--- src/rtl/ternary_mac_pkg.sv ---
// Shared types, ternary weight decoding and output saturation for the ternary MAC array.
package ternary_mac_pkg;

  localparam int unsigned SLICES_DEF = 2;
  localparam int unsigned ROWS_DEF   = 4;
  localparam int unsigned COLS_DEF   = 1;
  localparam int unsigned H          = ROWS_DEF * SLICES_DEF;
  localparam int unsigned W          = COLS_DEF * SLICES_DEF;

  localparam logic [1:0] TERN_ZERO = 2'b00;
  localparam logic [1:0] TERN_POS  = 2'b01;
  localparam logic [1:0] TERN_NEG  = 2'b10;

  typedef struct packed {
    logic zero;
    logic neg;
  } tern_t;

  typedef enum logic {
    ST_ACCUM = 1'b0,
    ST_DRAIN = 1'b1
  } state_e;

  // Any code with the top bit set is -1; 00 is zero, 01 is +1.
  function automatic tern_t tern_decode(input logic [1:0] code);
    tern_t t;
    t.neg  = (code[1] == TERN_NEG[1]);
    t.zero = (code == TERN_ZERO) || ((code != TERN_POS) && !t.neg);
    return t;
  endfunction

  function automatic longint saturate(input longint v, input int unsigned out_w);
    longint hi;
    longint lo;
    hi = (longint'(1) <<< (out_w - 1)) - longint'(1);
    lo = -hi - longint'(1);
    if (v > hi) return hi;
    if (v < lo) return lo;
    return v;
  endfunction

endpackage

--- src/rtl/ternary_postproc.sv ---
// Output stage: arithmetic right shift, optional ReLU, signed saturation to OUT_W.
module ternary_postproc
  import ternary_mac_pkg::*;
#(
  parameter int unsigned ACC_W = 17,
  parameter int unsigned OUT_W = 8,
  parameter int unsigned SH_W  = $clog2(ACC_W)
) (
  input  logic [ACC_W-1:0] value,
  input  logic [SH_W-1:0]  shift,
  input  logic             relu,
  output logic [OUT_W-1:0] result_c
);

  longint v;

  always_comb begin
    v = 64'($signed(value)) >>> shift;
    if (relu && (v < 0)) v = 0;
    result_c = OUT_W'(saturate(v, OUT_W));
  end

endmodule

--- src/rtl/ternary_mac_array.sv ---
// Ternary-weight rank-1 accumulate array with sliced input and a valid/ready drain queue.
module ternary_mac_array
  import ternary_mac_pkg::*;
#(
  parameter int unsigned SLICES = SLICES_DEF,
  parameter int unsigned ROWS   = ROWS_DEF,
  parameter int unsigned COLS   = COLS_DEF,
  parameter int unsigned IN_W   = 8,
  parameter int unsigned ACC_W  = 17,
  parameter int unsigned OUT_W  = 8
) (
  input  logic                     clk,
  input  logic                     reset,
  input  logic [2*ROWS-1:0]        in_weights,
  input  logic [COLS*IN_W-1:0]     in_data,
  input  logic                     in_data_signed,
  input  logic                     in_valid,
  input  logic                     clear,
  input  logic                     start_readout,
  input  logic [$clog2(ACC_W)-1:0] shift,
  input  logic                     relu,
  output logic [OUT_W-1:0]         out_data,
  output logic                     out_valid,
  input  logic                     out_ready,
  output logic                     out_last,
  output logic                     readout_overrun
);

  localparam int unsigned NUM_ROWS      = ROWS * SLICES;
  localparam int unsigned NUM_COLS      = COLS * SLICES;
  localparam int unsigned NUM_OUT       = NUM_ROWS * NUM_COLS;
  localparam int unsigned SH_W          = $clog2(ACC_W);
  localparam int unsigned S_W           = (SLICES > 1) ? $clog2(SLICES) : 1;
  localparam int unsigned N_W           = (NUM_OUT > 1) ? $clog2(NUM_OUT) : 1;
  localparam int unsigned LAST_ROW_BASE = (SLICES - 1) * ROWS;
  localparam int unsigned LAST_COL_BASE = (SLICES - 1) * COLS;

  logic signed [ACC_W-1:0] acc_q   [NUM_OUT];
  logic signed [ACC_W-1:0] acc_d   [NUM_OUT];
  logic signed [ACC_W-1:0] snap_q  [NUM_OUT];
  logic [1:0]              w_stage_q [NUM_ROWS];
  logic signed [IN_W:0]    x_stage_q [NUM_COLS];
  logic [1:0]              w_cur   [NUM_ROWS];
  logic signed [IN_W:0]    x_cur   [NUM_COLS];
  logic signed [IN_W:0]    x_beat  [COLS];

  state_e            state_q, state_d;
  logic [S_W-1:0]    s_q;
  logic [N_W-1:0]    n_q, n_d;
  logic [SH_W-1:0]   shift_q, sel_shift;
  logic              relu_q, sel_relu;
  logic              fire, start_acc, valid_d, last_d, overrun_d;
  logic [ACC_W-1:0]  sel_value;
  logic [OUT_W-1:0]  post_c, data_d;

  // Current-beat activations extended to a signed addend.
  always_comb begin
    for (int c = 0; c < COLS; c++) begin
      x_beat[c] = in_data_signed ? $signed({in_data[c*IN_W+IN_W-1], in_data[c*IN_W +: IN_W]})
                                 : $signed({1'b0, in_data[c*IN_W +: IN_W]});
    end
  end

  // Staged slices plus the final beat form the full vectors; accumulate on the final beat.
  always_comb begin
    tern_t                   t;
    logic signed [ACC_W-1:0] addend;
    for (int i = 0; i < NUM_ROWS; i++) w_cur[i] = w_stage_q[i];
    for (int j = 0; j < NUM_COLS; j++) x_cur[j] = x_stage_q[j];
    for (int r = 0; r < ROWS; r++) w_cur[LAST_ROW_BASE + r] = in_weights[2*r +: 2];
    for (int c = 0; c < COLS; c++) x_cur[LAST_COL_BASE + c] = x_beat[c];
    fire = in_valid && !clear && (s_q == S_W'(SLICES - 1));
    for (int i = 0; i < NUM_ROWS; i++) begin
      t = tern_decode(w_cur[i]);
      for (int j = 0; j < NUM_COLS; j++) begin
        addend = ACC_W'(x_cur[j]);
        acc_d[i*NUM_COLS + j] = acc_q[i*NUM_COLS + j];
        if (fire && !t.zero) begin
          acc_d[i*NUM_COLS + j] = t.neg ? acc_q[i*NUM_COLS + j] - addend
                                        : acc_q[i*NUM_COLS + j] + addend;
        end
      end
    end
  end

  always_comb begin
    state_d   = state_q;
    n_d       = n_q;
    valid_d   = 1'b0;
    overrun_d = 1'b0;
    start_acc = 1'b0;
    case (state_q)
      ST_ACCUM: begin
        if (start_readout) begin
          start_acc = 1'b1;
          state_d   = ST_DRAIN;
          n_d       = '0;
          valid_d   = 1'b1;
        end
      end
      ST_DRAIN: begin
        valid_d   = 1'b1;
        overrun_d = start_readout;
        if (out_ready) begin
          if (n_q == N_W'(NUM_OUT - 1)) begin
            state_d = ST_ACCUM;
            valid_d = 1'b0;
          end else begin
            n_d = n_q + N_W'(1);
          end
        end
      end
      default: state_d = ST_ACCUM;
    endcase
    last_d = valid_d && (n_d == N_W'(NUM_OUT - 1));
  end

  // The registered output is computed from the element that will be presented next.
  always_comb begin
    sel_value = start_acc ? acc_d[0] : snap_q[n_d];
    sel_shift = start_acc ? shift : shift_q;
    sel_relu  = start_acc ? relu : relu_q;
  end

  ternary_postproc #(
    .ACC_W (ACC_W),
    .OUT_W (OUT_W),
    .SH_W  (SH_W)
  ) u_postproc (
    .value    (sel_value),
    .shift    (sel_shift),
    .relu     (sel_relu),
    .result_c (post_c)
  );

  assign data_d = valid_d ? post_c : '0;

  always_ff @(posedge clk) begin
    if (reset) begin
      state_q         <= ST_ACCUM;
      s_q             <= '0;
      n_q             <= '0;
      shift_q         <= '0;
      relu_q          <= 1'b0;
      out_data        <= '0;
      out_valid       <= 1'b0;
      out_last        <= 1'b0;
      readout_overrun <= 1'b0;
      for (int k = 0; k < NUM_OUT; k++) begin
        acc_q[k]  <= '0;
        snap_q[k] <= '0;
      end
      for (int i = 0; i < NUM_ROWS; i++) w_stage_q[i] <= '0;
      for (int j = 0; j < NUM_COLS; j++) x_stage_q[j] <= '0;
    end else begin
      state_q         <= state_d;
      n_q             <= n_d;
      out_data        <= data_d;
      out_valid       <= valid_d;
      out_last        <= last_d;
      readout_overrun <= overrun_d;
      if (clear || start_acc) begin
        s_q <= '0;
      end else if (in_valid) begin
        s_q <= (s_q == S_W'(SLICES - 1)) ? '0 : s_q + S_W'(1);
      end
      for (int k = 0; k < NUM_OUT; k++) begin
        acc_q[k] <= (clear || start_acc) ? '0 : acc_d[k];
        if (start_acc) snap_q[k] <= acc_d[k];
      end
      if (start_acc) begin
        shift_q <= shift;
        relu_q  <= relu;
      end
      if (in_valid && !clear) begin
        for (int i = 0; i < NUM_ROWS; i++) begin
          if (S_W'(i / ROWS) == s_q) w_stage_q[i] <= in_weights[2*(i % ROWS) +: 2];
        end
        for (int j = 0; j < NUM_COLS; j++) begin
          if (S_W'(j / COLS) == s_q) x_stage_q[j] <= x_beat[j % COLS];
        end
      end
    end
  end

endmodule

--- config.mk ---
export PLATFORM = sky130hd
export DESIGN_NAME = ternary_mac_array
export DESIGN_NICKNAME = d
export VERILOG_FILES = /design/src/rtl/ternary_mac_pkg.sv /design/src/rtl/ternary_postproc.sv /design/src/rtl/ternary_mac_array.sv
export SDC_FILE = /design/constraint.sdc
export NUM_CORES = 2
export LEC_CHECK = 0
export BUFFER_PORTS_ARGS = -buffer_cell sky130_fd_sc_hd__buf_4
export CORE_MARGIN = 2
export CORE_UTILIZATION = 65
export CTS_CLUSTER_DIAMETER = 80
export CTS_CLUSTER_SIZE = 16
export DETAILED_ROUTE_END_ITERATION = 12
export GPL_ROUTABILITY_DRIVEN = 1
export PLACE_DENSITY = 0.82
export SYNTH_ARGS = -nofsm -noshare
export SYNTH_HDL_FRONTEND = slang
export SYNTH_SLANG_ARGS = --single-unit
export TNS_END_PERCENT = 30
--- constraint.sdc ---
create_clock -name clk -period 11.86 [get_ports clk]
set_input_delay 1.186 -clock clk [delete_from_list [all_inputs] [get_ports clk]]
set_output_delay 1.186 -clock clk [all_outputs]
set_load 0.05 [all_outputs]
==> metrics.cfg <==
[clock_network]
clk_latency_ns=0.62
numCtsBuffers=43
postCtsHoldBufs=0
max-clock-path-buffers=3
htree_levels=2
clock_sinks=583
postCtsSetupRepairBufs=0
ctsRootBufferMaster=clkbuf_16
path_clk_slew_ns=0.08
cts_resized=0
cts_tree=built

[sta]
tightest_slew_ns=1.276
drv_slew=0
hold_viol=0
fin_skew_ns=0.01792
setup-violations-final=0
min_period_ns=8.407
period_share=0.7089
fmax_ghz=0.1189
fin_tns_setup_ns=0
slew-limit-headroom=0.1496
rsz0062_at_grt=no

[logic_synthesis]
synthCells=4354
ys_ff_latch=583
ys_seq_area_frac=0.3821
yosysWarnings=0
yosysTopAreaCell=edfxtp_1
netlist_area_sq_um=38110
synth_edf_count=289
synth_ff_type=dfxtp_1
ys_types=87
synth_top_area_frac=0.2277
synth_area_leaders=edfxtp_1, dfxtp_1, ha_1
async_flop_share=0
syn_avg_cell_area_sq_um=8.754
synth_nets=4660

[routing]
wirelength_microns=112800
vias=32321
drc=0
drt_pass1_iterations=6
vias_per_cell=6.409
wl_per_cell_microns=22.36
antenna_left=0
dr.first_iter.drc_count=3370

[worst_setup_path]
critPathBufInv=0
worstSetupStartpointType=flip-flop
path_class=reg -> reg
r2r_slack_ns=3.45
critPathMaxFanout=14
reg2regPathDepth=21
critPathMaxStageDelay_ns=0.85
crit_path_top_delay_cell=nor3b_1
cp.arrival_ns=8.96
required_ns=12.41
cpLargestDelayFamily=compound AO/OA/AOI/OAI gates
endpoint_kind=flip-flop
crit_cells=21
path_cells=nor3_1, nor3b_1, nor3b_1, nand2b_1, nand2_1, nor2_1, a21oi_1, ha_1, a21o_1, a31oi_1, o21bai_1, a21oi_1, mux2i_1, xnor2_1, a21boi_1, a221oi_1, a211o_1, a21boi_0, o311a_1, a2111oi_4, a31o_1

[layout]
syn_to_final_growth_pct=5.535
multi_input_comb_area_sq_um=22110
n_fill_cell=4488
area.sequential_sq_um=14560
fin_util=0.6958
fin_nets=4548
drive_gt1_frac=0.04961

[pwr]
ir_worst_vdd_mv=0.09195
power.density_nw_per_um2=115.3
p_leak_nw=15.78

[grt]
grt_max_degree=182
grt_pass1_wl_microns=172600
overflow=0
grt_use_total=0.3695
antenna_found_initial=5
grt_pass1_vias=30584

[floorplan]
rows=88
fp.dieW_microns=246.1
start_util=0.6593
core_area_sq_um=57810
ioPinCount=40
dieArea_sq_um=60590
dieHeight_microns=246.1

[worst_hold_path]
worstHoldPathType=reg -> reg
hold_path_depth=2

[placed_design]
dp_hpwl_microns=77140
gp_congestion=0.9580
portBuffers=39

[run_status]
outcome=finished clean

[job]
drv_cap=0

==> worst paths after layout <==
| kind | startpoint | to |
|---|---|---|
| setup / recovery | x_stage_q[0][0] | out_data[4] |
| hold / removal | acc_q[1][102] | acc_q[1][102] |
| setup reg to reg | x_stage_q[0][0] | out_data[4] |
| hold reg to reg | acc_q[1][102] | acc_q[1][102] |
==> per-stage QoR <==
step	hold WS (ns)	setup WS [ns]	total power [mW]	std cells	instance area [sq um]
finish	0.5073	3.453	4.639	5043	40220
global route	0.5281	2.913	4.786	5039	40210
CTS	0.5090	3.674	4.616	5038	40210
detailed placement	0.4918	3.739	3.177	4962	38920
global placement	0.4822	3.745	3.159	4962	38920
floorplan	0.4558	2.952	2.935	4354	38110
==> worst reg2reg max path, delay by kind of cell (launching register included) <==
| family | cells | cell delay [ns] |
|---|---|---|
| xor+xnor | 1 | 0.19 |
| simple gates | 6 | 3.39 |
| flops | 1 | 0.62 |
| mux | 1 | 0.25 |
| compound gates | 12 | 3.56 |
| fa+ha+maj | 1 | 0.34 |
==> power by group <==
group	total [mW]	switching (mW)	internal (mW)
registers	2.22	0.0394	2.18
logic	0.945	0.604	0.341
clock network	1.48	0.750	0.727
total	4.64	1.39	3.25
==> kinds of logic (layout without fill, tap and decap cells) <==
kind of cell / Yosys count / count (layout) / share of synthesized area
AND/OR/NAND/NOR: 1610 / 1610 / 0.1891
flip-flops: 583 / 583 / 0.3821
XOR/XNOR: 287 / 287 / 0.06595
buffers and inverters: 402 / 321 / 0.04192
AO/OA/AOI/OAI: 982 / 982 / 0.1678
adder cells (fa/ha/maj): 277 / 277 / 0.09409
multiplexers: 213 / 213 / 0.05896
other: 0 / 5 / 0
==> cell usage after synthesis, types with 10 or more instances <==
library cell  instances
o31a_1               11
clkbuf_1            197
inv_1               149
nand2b_1             37
nor3_1               63
a21o_1               37
mux2_2               12
dfxtp_1             294
buf_1                37
a211oi_1             32
o21a_1              101
o21ai_0             159
nand2_1             303
a31oi_1              24
o41ai_1              20
o2111ai_1            27
and2_1               27
or3_1                26
ha_1                261
a32oi_1              15
xor2_1               55
edfxtp_1            289
a211o_1              20
o22ai_1              12
fa_1                 16
and3_1               39
nor3b_1              16
o31ai_1              34
xnor2_1             232
a21oi_1             321
a21boi_0             16
o211ai_1             24
o21bai_1             40
or2_2                10
mux2i_1             193
nand3_1             104
nor2_1              782
nor2b_1             173
==> area by class of cell <==
cell class,instances,share of cell area
repair buffers,94,0.01817
clock inverters,4,0.0006532
multi-input cells,3369,0.5496
inverters,151,0.01409
well taps,765,0.02380
diodes,5,0.0003111
flip-flops and latches,583,0.3621
clock buffers,72,0.03129
==> per-layer routing <==
| layer | part of all wire | track usage |
|---|---|---|
| met5 | 0.00027 | 0 |
| met4 | 0.051 | 0.1786 |
| met3 | 0.10 | 0.08453 |
| met2 | 0.45 | 0.5888 |
| met1 | 0.39 | 0.4743 |
==> flip-flops by register name, summed over array words and instances (netlist names) <==
register,flops
state_q,1
relu_q,1
out_data,8
x_stage_q,9
acc_q,272
out_last,1
s_q,1
shift_q,5
n_q,4
readout_overrun,1
w_stage_q,8
snap_q,272
==> cell usage in the layout (no fill, tap or decap), types with 24 or more instances in the layout <==
cell / count
a211oi_1: 32
a21o_1: 37
a21oi_1: 320
a31oi_1: 24
and2_1: 27
and3_1: 39
buf_4: 92
clkbuf_1: 25
clkbuf_16: 46
dfxtp_1: 294
edfxtp_1: 289
ha_1: 261
inv_1: 149
mux2i_1: 193
nand2_1: 302
nand2b_1: 34
nand3_1: 104
nor2_1: 781
nor2b_1: 172
nor3_1: 63
o2111ai_1: 27
o211ai_1: 24
o21a_1: 101
o21ai_0: 156
o21bai_1: 40
o31ai_1: 34
or3_1: 25
xnor2_1: 232
xor2_1: 55
Note: power is estimated with default switching activity, not from simulation.
